File: config.mk
export PLATFORM = sky130hd
export DESIGN_NAME = uart_tx_engine
export DESIGN_NICKNAME = d
export VERILOG_FILES = /design/src/rtl/uart_tx_engine.sv
export SDC_FILE = /design/constraint.sdc
export NUM_CORES = 1
export LEC_CHECK = 0
export CORE_MARGIN = 1
export CORE_UTILIZATION = 35
export DETAILED_ROUTE_END_ITERATION = 6
export PLACE_DENSITY = 0.57
export SLEW_MARGIN = 10
export SYNTH_ARGS = -nofsm -noshare
export SYNTH_HDL_FRONTEND = slang
export SYNTH_SLANG_ARGS = --single-unit
File: constraint.sdc
create_clock -name clk -period 7.8 [get_ports clk]
set_input_delay 1.17 -clock clk [delete_from_list [all_inputs] [get_ports clk]]
set_output_delay 1.17 -clock clk [all_outputs]
set_load 0.02 [all_outputs]
File: src/rtl/uart_tx_engine.sv
// UART transmitter with a small TX FIFO and a programmable bit divider; 8N1 frames by default.
// Define UART_TX_PARITY_EN to add a parity bit (parity_odd input) after the data bits.
module uart_tx_engine #(
  parameter int FIFO_DEPTH = 4,
  parameter int DIV_W      = 16,
  parameter int STOP_BITS  = 1
) (
  input  logic             clk,
  input  logic             rst_n,
  input  logic             en,
  input  logic             clk_divider_valid,
  input  logic [DIV_W-1:0] clk_divider,
  input  logic             tx_data_valid,
  input  logic [7:0]       tx_data,
`ifdef UART_TX_PARITY_EN
  input  logic             parity_odd,
`endif
  output logic             tx_ready,
  output logic             sout,
  output logic             sck_rising_edge,
  output logic             transmitter_busy
);

  localparam int   PTR_W         = $clog2(FIFO_DEPTH);
  localparam int   CNT_W         = PTR_W + 1;
  localparam logic LAST_STOP_IDX = (STOP_BITS == 2);

`ifdef UART_TX_PARITY_EN
  typedef enum logic [2:0] {S_IDLE, S_START, S_DATA, S_PARITY, S_STOP} state_t;
`else
  typedef enum logic [1:0] {S_IDLE, S_START, S_DATA, S_STOP} state_t;
`endif

  state_t             state;
  logic [7:0]         mem [FIFO_DEPTH];
  logic [PTR_W-1:0]   wr_ptr;
  logic [PTR_W-1:0]   rd_ptr;
  logic [CNT_W-1:0]   count;
  logic [CNT_W-1:0]   count_nxt;
  logic [DIV_W-1:0]   div_reg;
  logic [DIV_W-1:0]   div_cur;
  logic [DIV_W-1:0]   bit_cnt;
  logic [DIV_W-1:0]   div_clamped;
  logic [7:0]         shreg;
  logic [2:0]         bit_idx;
  logic               stop_idx;
  logic               fifo_empty;
  logic               push;
  logic               pop;
  logic               bit_end;
  logic               last_stop;
  logic               frame_active_nxt;
`ifdef UART_TX_PARITY_EN
  logic               par_bit;
`endif

  // NOTE: every signal written in always_comb gets a default first, so no path can infer a latch.
  always_comb begin
    fifo_empty  = (count == '0);
    push        = tx_data_valid && tx_ready;
    bit_end     = (bit_cnt == div_cur - DIV_W'(1));
    last_stop   = (state == S_STOP) && bit_end && (stop_idx == LAST_STOP_IDX);
    // A new frame starts from IDLE or directly out of the final stop cycle (back-to-back).
    pop         = en && !fifo_empty && ((state == S_IDLE) || last_stop);
    div_clamped = (clk_divider < DIV_W'(2)) ? DIV_W'(2) : clk_divider;
    frame_active_nxt = pop || (en && (state != S_IDLE) && !last_stop);
    count_nxt   = count;
    if (push && !pop) begin
      count_nxt = count + CNT_W'(1);
    end else if (pop && !push) begin
      count_nxt = count - CNT_W'(1);
    end
  end

  // NOTE: FIFO storage is deliberately not reset; entries are only read behind a non-zero count.
  always_ff @(posedge clk) begin
    if (push) begin
      mem[wr_ptr] <= tx_data;
    end
  end

  // NOTE: sequential state uses non-blocking assignments only, so every block samples pre-edge values.
  always_ff @(posedge clk or negedge rst_n) begin
    if (!rst_n) begin
      wr_ptr   <= '0;
      rd_ptr   <= '0;
      count    <= '0;
      tx_ready <= 1'b1;
    end else begin
      if (push) begin
        wr_ptr <= wr_ptr + PTR_W'(1);
      end
      if (pop) begin
        rd_ptr <= rd_ptr + PTR_W'(1);
      end
      count <= count_nxt;
      // Registered from the next count, so a full FIFO refuses a push even in a cycle that pops.
      tx_ready <= (count_nxt != CNT_W'(FIFO_DEPTH));
    end
  end

  always_ff @(posedge clk or negedge rst_n) begin
    if (!rst_n) begin
      state            <= S_IDLE;
      sout             <= 1'b1;
      sck_rising_edge  <= 1'b0;
      transmitter_busy <= 1'b0;
      div_reg          <= DIV_W'(2);
      div_cur          <= DIV_W'(2);
      bit_cnt          <= '0;
      bit_idx          <= '0;
      stop_idx         <= 1'b0;
      shreg            <= '0;
`ifdef UART_TX_PARITY_EN
      par_bit          <= 1'b0;
`endif
    end else begin
      sck_rising_edge  <= 1'b0;
      transmitter_busy <= frame_active_nxt || (count_nxt != '0);
      if (clk_divider_valid) begin
        div_reg <= div_clamped;
      end

      if (pop) begin
        // The divider is shadowed here so mid-frame writes only affect the next frame.
        state           <= S_START;
        sout            <= 1'b0;
        sck_rising_edge <= 1'b1;
        bit_cnt         <= '0;
        shreg           <= mem[rd_ptr];
        div_cur         <= div_reg;
`ifdef UART_TX_PARITY_EN
        par_bit         <= (^mem[rd_ptr]) ^ parity_odd;
`endif
      end else if (!en) begin
        state <= S_IDLE;
        sout  <= 1'b1;
      end else if (state != S_IDLE) begin
        if (!bit_end) begin
          bit_cnt <= bit_cnt + DIV_W'(1);
        end else begin
          bit_cnt         <= '0;
          sck_rising_edge <= 1'b1;
          case (state)
            S_START: begin
              state   <= S_DATA;
              sout    <= shreg[0];
              shreg   <= shreg >> 1;
              bit_idx <= '0;
            end
            S_DATA: begin
              if (bit_idx == 3'd7) begin
`ifdef UART_TX_PARITY_EN
                state    <= S_PARITY;
                sout     <= par_bit;
`else
                state    <= S_STOP;
                sout     <= 1'b1;
                stop_idx <= 1'b0;
`endif
              end else begin
                sout    <= shreg[0];
                shreg   <= shreg >> 1;
                bit_idx <= bit_idx + 3'd1;
              end
            end
`ifdef UART_TX_PARITY_EN
            S_PARITY: begin
              state    <= S_STOP;
              sout     <= 1'b1;
              stop_idx <= 1'b0;
            end
`endif
            S_STOP: begin
              if (stop_idx == LAST_STOP_IDX) begin
                state           <= S_IDLE;
                sout            <= 1'b1;
                sck_rising_edge <= 1'b0;
              end else begin
                stop_idx <= 1'b1;
              end
            end
            default: begin
              state <= S_IDLE;
              sout  <= 1'b1;
            end
          endcase
        end
      end
    end
  end

endmodule

Word-level counts from Yosys, hierarchy flattened
Memories as Yosys holds them, arrays and structs flattened.
Index checks and enable logic that the tools add are counted.
- flip-flop bits (word level): 73
- RAM bits: 32
- input bits: 29
- output and inout bits: 4
- word-level logic and storage cells: 109
- memories: 1
- add/sub/neg operators: 7
- order comparisons: 1
- eq/ne operators: 13
- muxes and demuxes: 39
- bitwise gates (word level): 2
- reduce and logical (&&, ||, !) cells: 32
- memory list (memory ; words ; bits a word ; read ports ; clocked after Yosys merged registers in ; write ports ; RTL line ; RTL):
    mem ; 4 ; 8 ; 1 ; 0 ; 1 ; 35 ; logic [7:0] mem [FIFO_DEPTH];
- operators with widths (operator ; count):
    2-to-1 mux 16 bit ; 5
    2-to-1 mux 8 bit ; 5
    adder 16 x 1 -> 16 bit (second input constant) ; 1
    equality test 16 bit ; 1
    < comparator 16 x 2 -> 1 bit (second input constant) ; 1
    one-hot mux 8 bit (2 select lines) ; 1
    subtractor 16 x 1 -> 16 bit (second input constant) ; 1
    2-to-1 mux 1 bit ; 15
    2-to-1 mux 2 bit ; 6
    AND reduction 6 bit ; 2
    nonzero test 2 bit ; 6
    logical AND 1 bit ; 9
    2-to-1 mux 3 bit ; 3
    != test 4 bit (second input constant) ; 2
    adder 3 x 1 -> 3 bit (second input constant) ; 2
    != test 3 x 1 -> 1 bit (second input constant) ; 2
    != test 3 bit (second input constant) ; 2
    one-hot mux 2 bit (3 select lines) ; 1
    one-hot mux 3 bit (2 select lines) ; 1
    nonzero test 3 bit ; 2
    AND reduction 5 bit ; 1
    adder 2 x 1 -> 2 bit (second input constant) ; 2
    equality test 2 bit (second input constant) ; 2
    zero test 1 bit ; 4
    other kinds (13) ; 17

Logic depth before layout (Yosys ltp)
- word-level depth: 11
- gate-level depth with buffers: 11

Worst setup path after synthesis
OpenSTA, ideal clock, no wires.
- kind: reg2reg
- start: register div_cur[3]
- end: register transmitter_busy
- library setup time: 0.124 ns
- arrival time: 3.194 ns
- setup slack: 4.482 ns
- stages on the path, launching flop included: 10
- path buffers: 1
- period minus slack after synthesis: 3.318 ns
- cell sequence: dfrtp_1 buf_6 or4_4 nor3_2 o22ai_1 or4_4 o41ai_4 a21oi_2 or4b_4 a211o_1
- cells in the longest elaborated chain, start to end: 11
- elaborated cells between the ends (all ways): 16
- classes of those cells: add/sub (1); eq/ne (1); mux (2); reduce/logical (12)
- RTL lines (element ; RTL line ; RTL):
    start: declaration ; 41 ; logic [DIV_W-1:0] div_cur;
    start signal: assignment ; 131 ; div_cur <= div_reg;
    subtractor 16 x 1 -> 16 bit * ; 61 ; bit_end = (bit_cnt == div_cur - DIV_W'(1));
    equality test 16 bit * ; 61 ;
    logical AND 1 bit * (2 in a row) ; 62 ; last_stop = (state == S_STOP) && bit_end && (stop_idx == LAST_STOP_IDX);
    logical OR 1 bit ; 64 ; pop = en && !fifo_empty && ((state == S_IDLE) || last_stop);
    logical AND 1 bit ; 64 ;
    logical AND 1 bit or zero test 1 bit (tied branches) ; 70, 68 ;
    2-to-1 mux 3 bit or logical AND 1 bit (tied branches) ; 70, 68 ;
    2-to-1 mux 3 bit ; 68 ; if (push && !pop) begin
    nonzero test 3 bit ; 119 ; transmitter_busy <= frame_active_nxt || (count_nxt != '0);
    logical OR 1 bit * ; 119 ;
    end signal: assignment ; 119 ;
    end: declaration ; 21 ; output logic transmitter_busy
Mark *: on every way between the ends. The rest lies on a longest branch, timed or not.
A chain may end at the register's enable or synchronous reset.

Worst setup path in the final report
- start: register div_cur[3]
- end: register shreg[4]
- cells in the longest elaborated chain, start to end: 8
- elaborated cells between the ends (all ways): 13
- classes of those cells: add/sub (1); eq/ne (2); mux (1); reduce/logical (9)
- RTL lines (element ; RTL line ; RTL):
    subtractor 16 x 1 -> 16 bit * ; 61 ;
    equality test 16 bit * ; 61 ;
    logical AND 1 bit (2 in a row) ; 62 ;
    logical OR 1 bit ; 64 ;
    logical AND 1 bit ; 64 ;
    != test 3 bit (no line), or another cell as far along ; n/a ;
    AND reduction 5 bit (no line) ; n/a ;
    end signal: assignment ; 130 ; shreg <= mem[rd_ptr];
    end signal: assignment ; 148 ; shreg <= shreg >> 1;
    end signal: assignment ; 163 ; shreg <= shreg >> 1;
    end: declaration ; 44 ; logic [7:0] shreg;
Marks and branches as above.

==> reports/qor.yml <==
clock_network:
  clock-sinks: 104
  clk_latency_ns: 0.34
  htree_num_levels: 3
  postCtsSetupBuffers: 0
  cts_tree: "done"
  root_buffer: "clkbuf_16"
  cts-resized-gates: 0
  clock_path_buffers: 2
  holdBufCountCts: 0
  clk_pin_slew_worst_paths_ns: 0.07
  cts_inserted_buffers: 9
placed_design:
  dp.cells: 621
  place_area_um2: 5620
  io_buffers: 32
  dp_hpwl_um: 7180
  place_congestion: 0.851
finish:
  areaGrowthSynthToFinish_pct: 14.5
  design_area_um2: 5890
  stdcell_count: 637
  largest_reg_flops: 32
  register_area_um2: 2770
  layout-drive-gt1-share_pct: 16.0
  regMostFlops: "mem"
  antenna_cells: 0
  multi_input_area_um2: 2230
  num-nets-final: 496
  nFillCells: 1342
  layout_commonest_cell: "dfrtp_1"
  final_cell_mix: "68 x dfrtp_1, 32 x edfxtp_1, 31 x clkdlybuf4s50_1"
  fin_util_pct: 41.8
setup_path:
  crit_chain: "or4_4 -> nor3_2 -> o22ai_1 -> or4_2 -> or4_1 -> o22ai_2 -> a21boi_2 -> a2bb2oi_1"
  worstSetupStartpoint: "div_cur[3]"
  worst-path-buf-inv: 0
  cpMaxStageDelayCell: "o22ai_2"
  r2r_cells: 8
  critical_path_depth: 8
  required_ns: 8.06
  cpPeakStageDelay_ns: 0.75
  worstPathMaxFanout: 22
  criticalPathCategory: "reg2reg"
  crit_path_end_kind: "register"
  endpoint: "shreg[4]"
  start_kind: "register"
  reg2reg_setup_slack_ns: 3.73
  r2r_end: "shreg[4]"
  worst_path_dominant_cell_family: "simple AND/OR/NAND/NOR gates"
  arrival_ns: 4.34
  r2r_start: "div_cur[3]"
detailed_routing:
  ant_nets: 0
  drtIter0Drc: 159
  firstDrtPassIters: 4
  drcViolationCount: 0
  vias: 3294
  wirelength_um: 9970
  wl_per_cell_um: 15.6
  vias_per_cell: 5.17
pwr:
  leakagePower_nw: 2.25
  pwr-share-seq_pct: 45.7
  p_sw_mw: 0.632
  ir_drop_mv: 0.144
  switching_share_pct: 34.2
  p_int_mw: 1.21
  p_total_mw: 1.84
  p_per_area_nw_per_um2: 313
  power_frac_clock_pct: 22.6
  combPwrFrac_pct: 31.6
job:
  cap_violations: 0
floorplan:
  dieWidth_um: 123
  initial_core_util_pct: 36.5
  rows: 43
  die_height_um: 123
  die_area_um2: 15200
  ioPinCount: 33
  coreArea_um2: 14100
yosys:
  synth_cell_type_count: 59
  async_reset_ff_share_pct: 69.2
  seq_area_frac_synth_pct: 53.8
  synth-edff-count: 32
  synthFlopType: "dfrtp_1"
  ys_seq_elements: 104
  synthCells: 424
  avgSynthCellArea_um2: 12.1
  syn-num-nets: 468
  synthesis.area_um2: 5150
  yosys_warnings: 0
sta:
  final.setup.tns_ns: 0
  fin_skew_ns: 0.00585
  rsz0062_at_grt: "no"
  slew_headroom_pct: 37.8
  hold_violations: 0
  min_period_ns: 4.07
  slew_violations: 0
  fin_crit_sh_pct: 52.2
  tightest_slew_ns: 0.933
  maxClockFrequency_mhz: 245
  setup_viol: 0
global_routing:
  overflow: 0
  grt_pass1_wl_um: 17000
  grt_max_degree: 73
  grt_pass1_vias: 3309
  grt_antenna_before_repair: 0
  grt_use_total_pct: 14.6
status:
  status: "completed"
min_path:
  whs_path_depth: 1
  hold_path_class: "reg2reg"
-- synthesized netlist by cell type, types with 10 or more instances --
master / instances / area share (%)
dfrtp_1: 68 / 33
edfxtp_1: 32 / 19
mux2_2: 29 / 6.3
nor2_1: 28 / 2.0
nand2_1: 25 / 1.8
xnor2_1: 22 / 3.7
inv_1: 21 / 1.5
ha_1: 15 / 3.6
nand3_1: 14 / 1.4
xor2_1: 14 / 2.4
o22ai_1: 11 / 1.3
clkbuf_1: 10 / 0.73
o21ai_0: 10 / 0.97
-- through the flow --
stage | hold WS, ns | worst slack, ns
2_1_floorplan | 0.450 | 4.48
6_report | 0.506 | 3.73
5_1_grt | 0.534 | 3.46
3_5_place_dp | 0.496 | 3.75
4_1_cts | 0.513 | 3.75
3_3_place_gp | 0.493 | 3.85
-- worst register-to-register path: cells and delay by family (launching register included) --
kind            cells  cell delay [ns]
flops               1             0.46
compound gates      4             1.58
simple gates        4             1.95
-- logic make-up after synthesis --
group	synth area share (%)
and+or+nand+nor	14.2
buffers and inverters	2.94
adders and majority gates	3.65
muxes	10.8
xor gates and xnor gates	6.13
AOI/OAI and AO/OA	8.51
DFF	53.8
-- cell type report --
| cell class | count | area share [%] |
|---|---|---|
| sequential | 104 | 47.0 |
| tap | 180 | 3.82 |
| clock inverter | 6 | 0.743 |
| inverter | 21 | 1.34 |
| timing repair buffer | 33 | 5.48 |
| clock buffer | 10 | 3.88 |
| multi-input combinational | 283 | 37.8 |
-- per-layer routing --
metal	routed length [µm]	vias to the layer above	track usage, %
met1	5240	1620	22.5
met2	4290	53	20.2
met4	106	0	5.50
met3	329	6	2.58
met5	0	-	0
li1	-	1615	-
-- power groups by stage --
stage                     registers [mW]  logic [mW]  clock network [mW]
final                              0.844       0.583               0.418
after global routing               0.872       0.646               0.451
after CTS                          0.845       0.588               0.430
after detailed placement           0.855       0.585                   0
after global placement             0.851       0.577                   0
after floorplan                    0.793       0.489                   0
-- worst min-delay path by stage --
stage	endpoint	slack, ns	startpoint
2_1_floorplan	div_cur[0]	0.45	div_reg[0]
3_3_place_gp	div_cur[11]	0.49	div_reg[11]
3_5_place_dp	div_cur[8]	0.50	div_reg[8]
4_1_cts	div_reg[8]	0.51	div_reg[8]
5_1_grt	div_reg[11]	0.53	div_reg[11]
6_report	div_reg[8]	0.51	div_reg[8]
(Power assumes the default switching activity.)
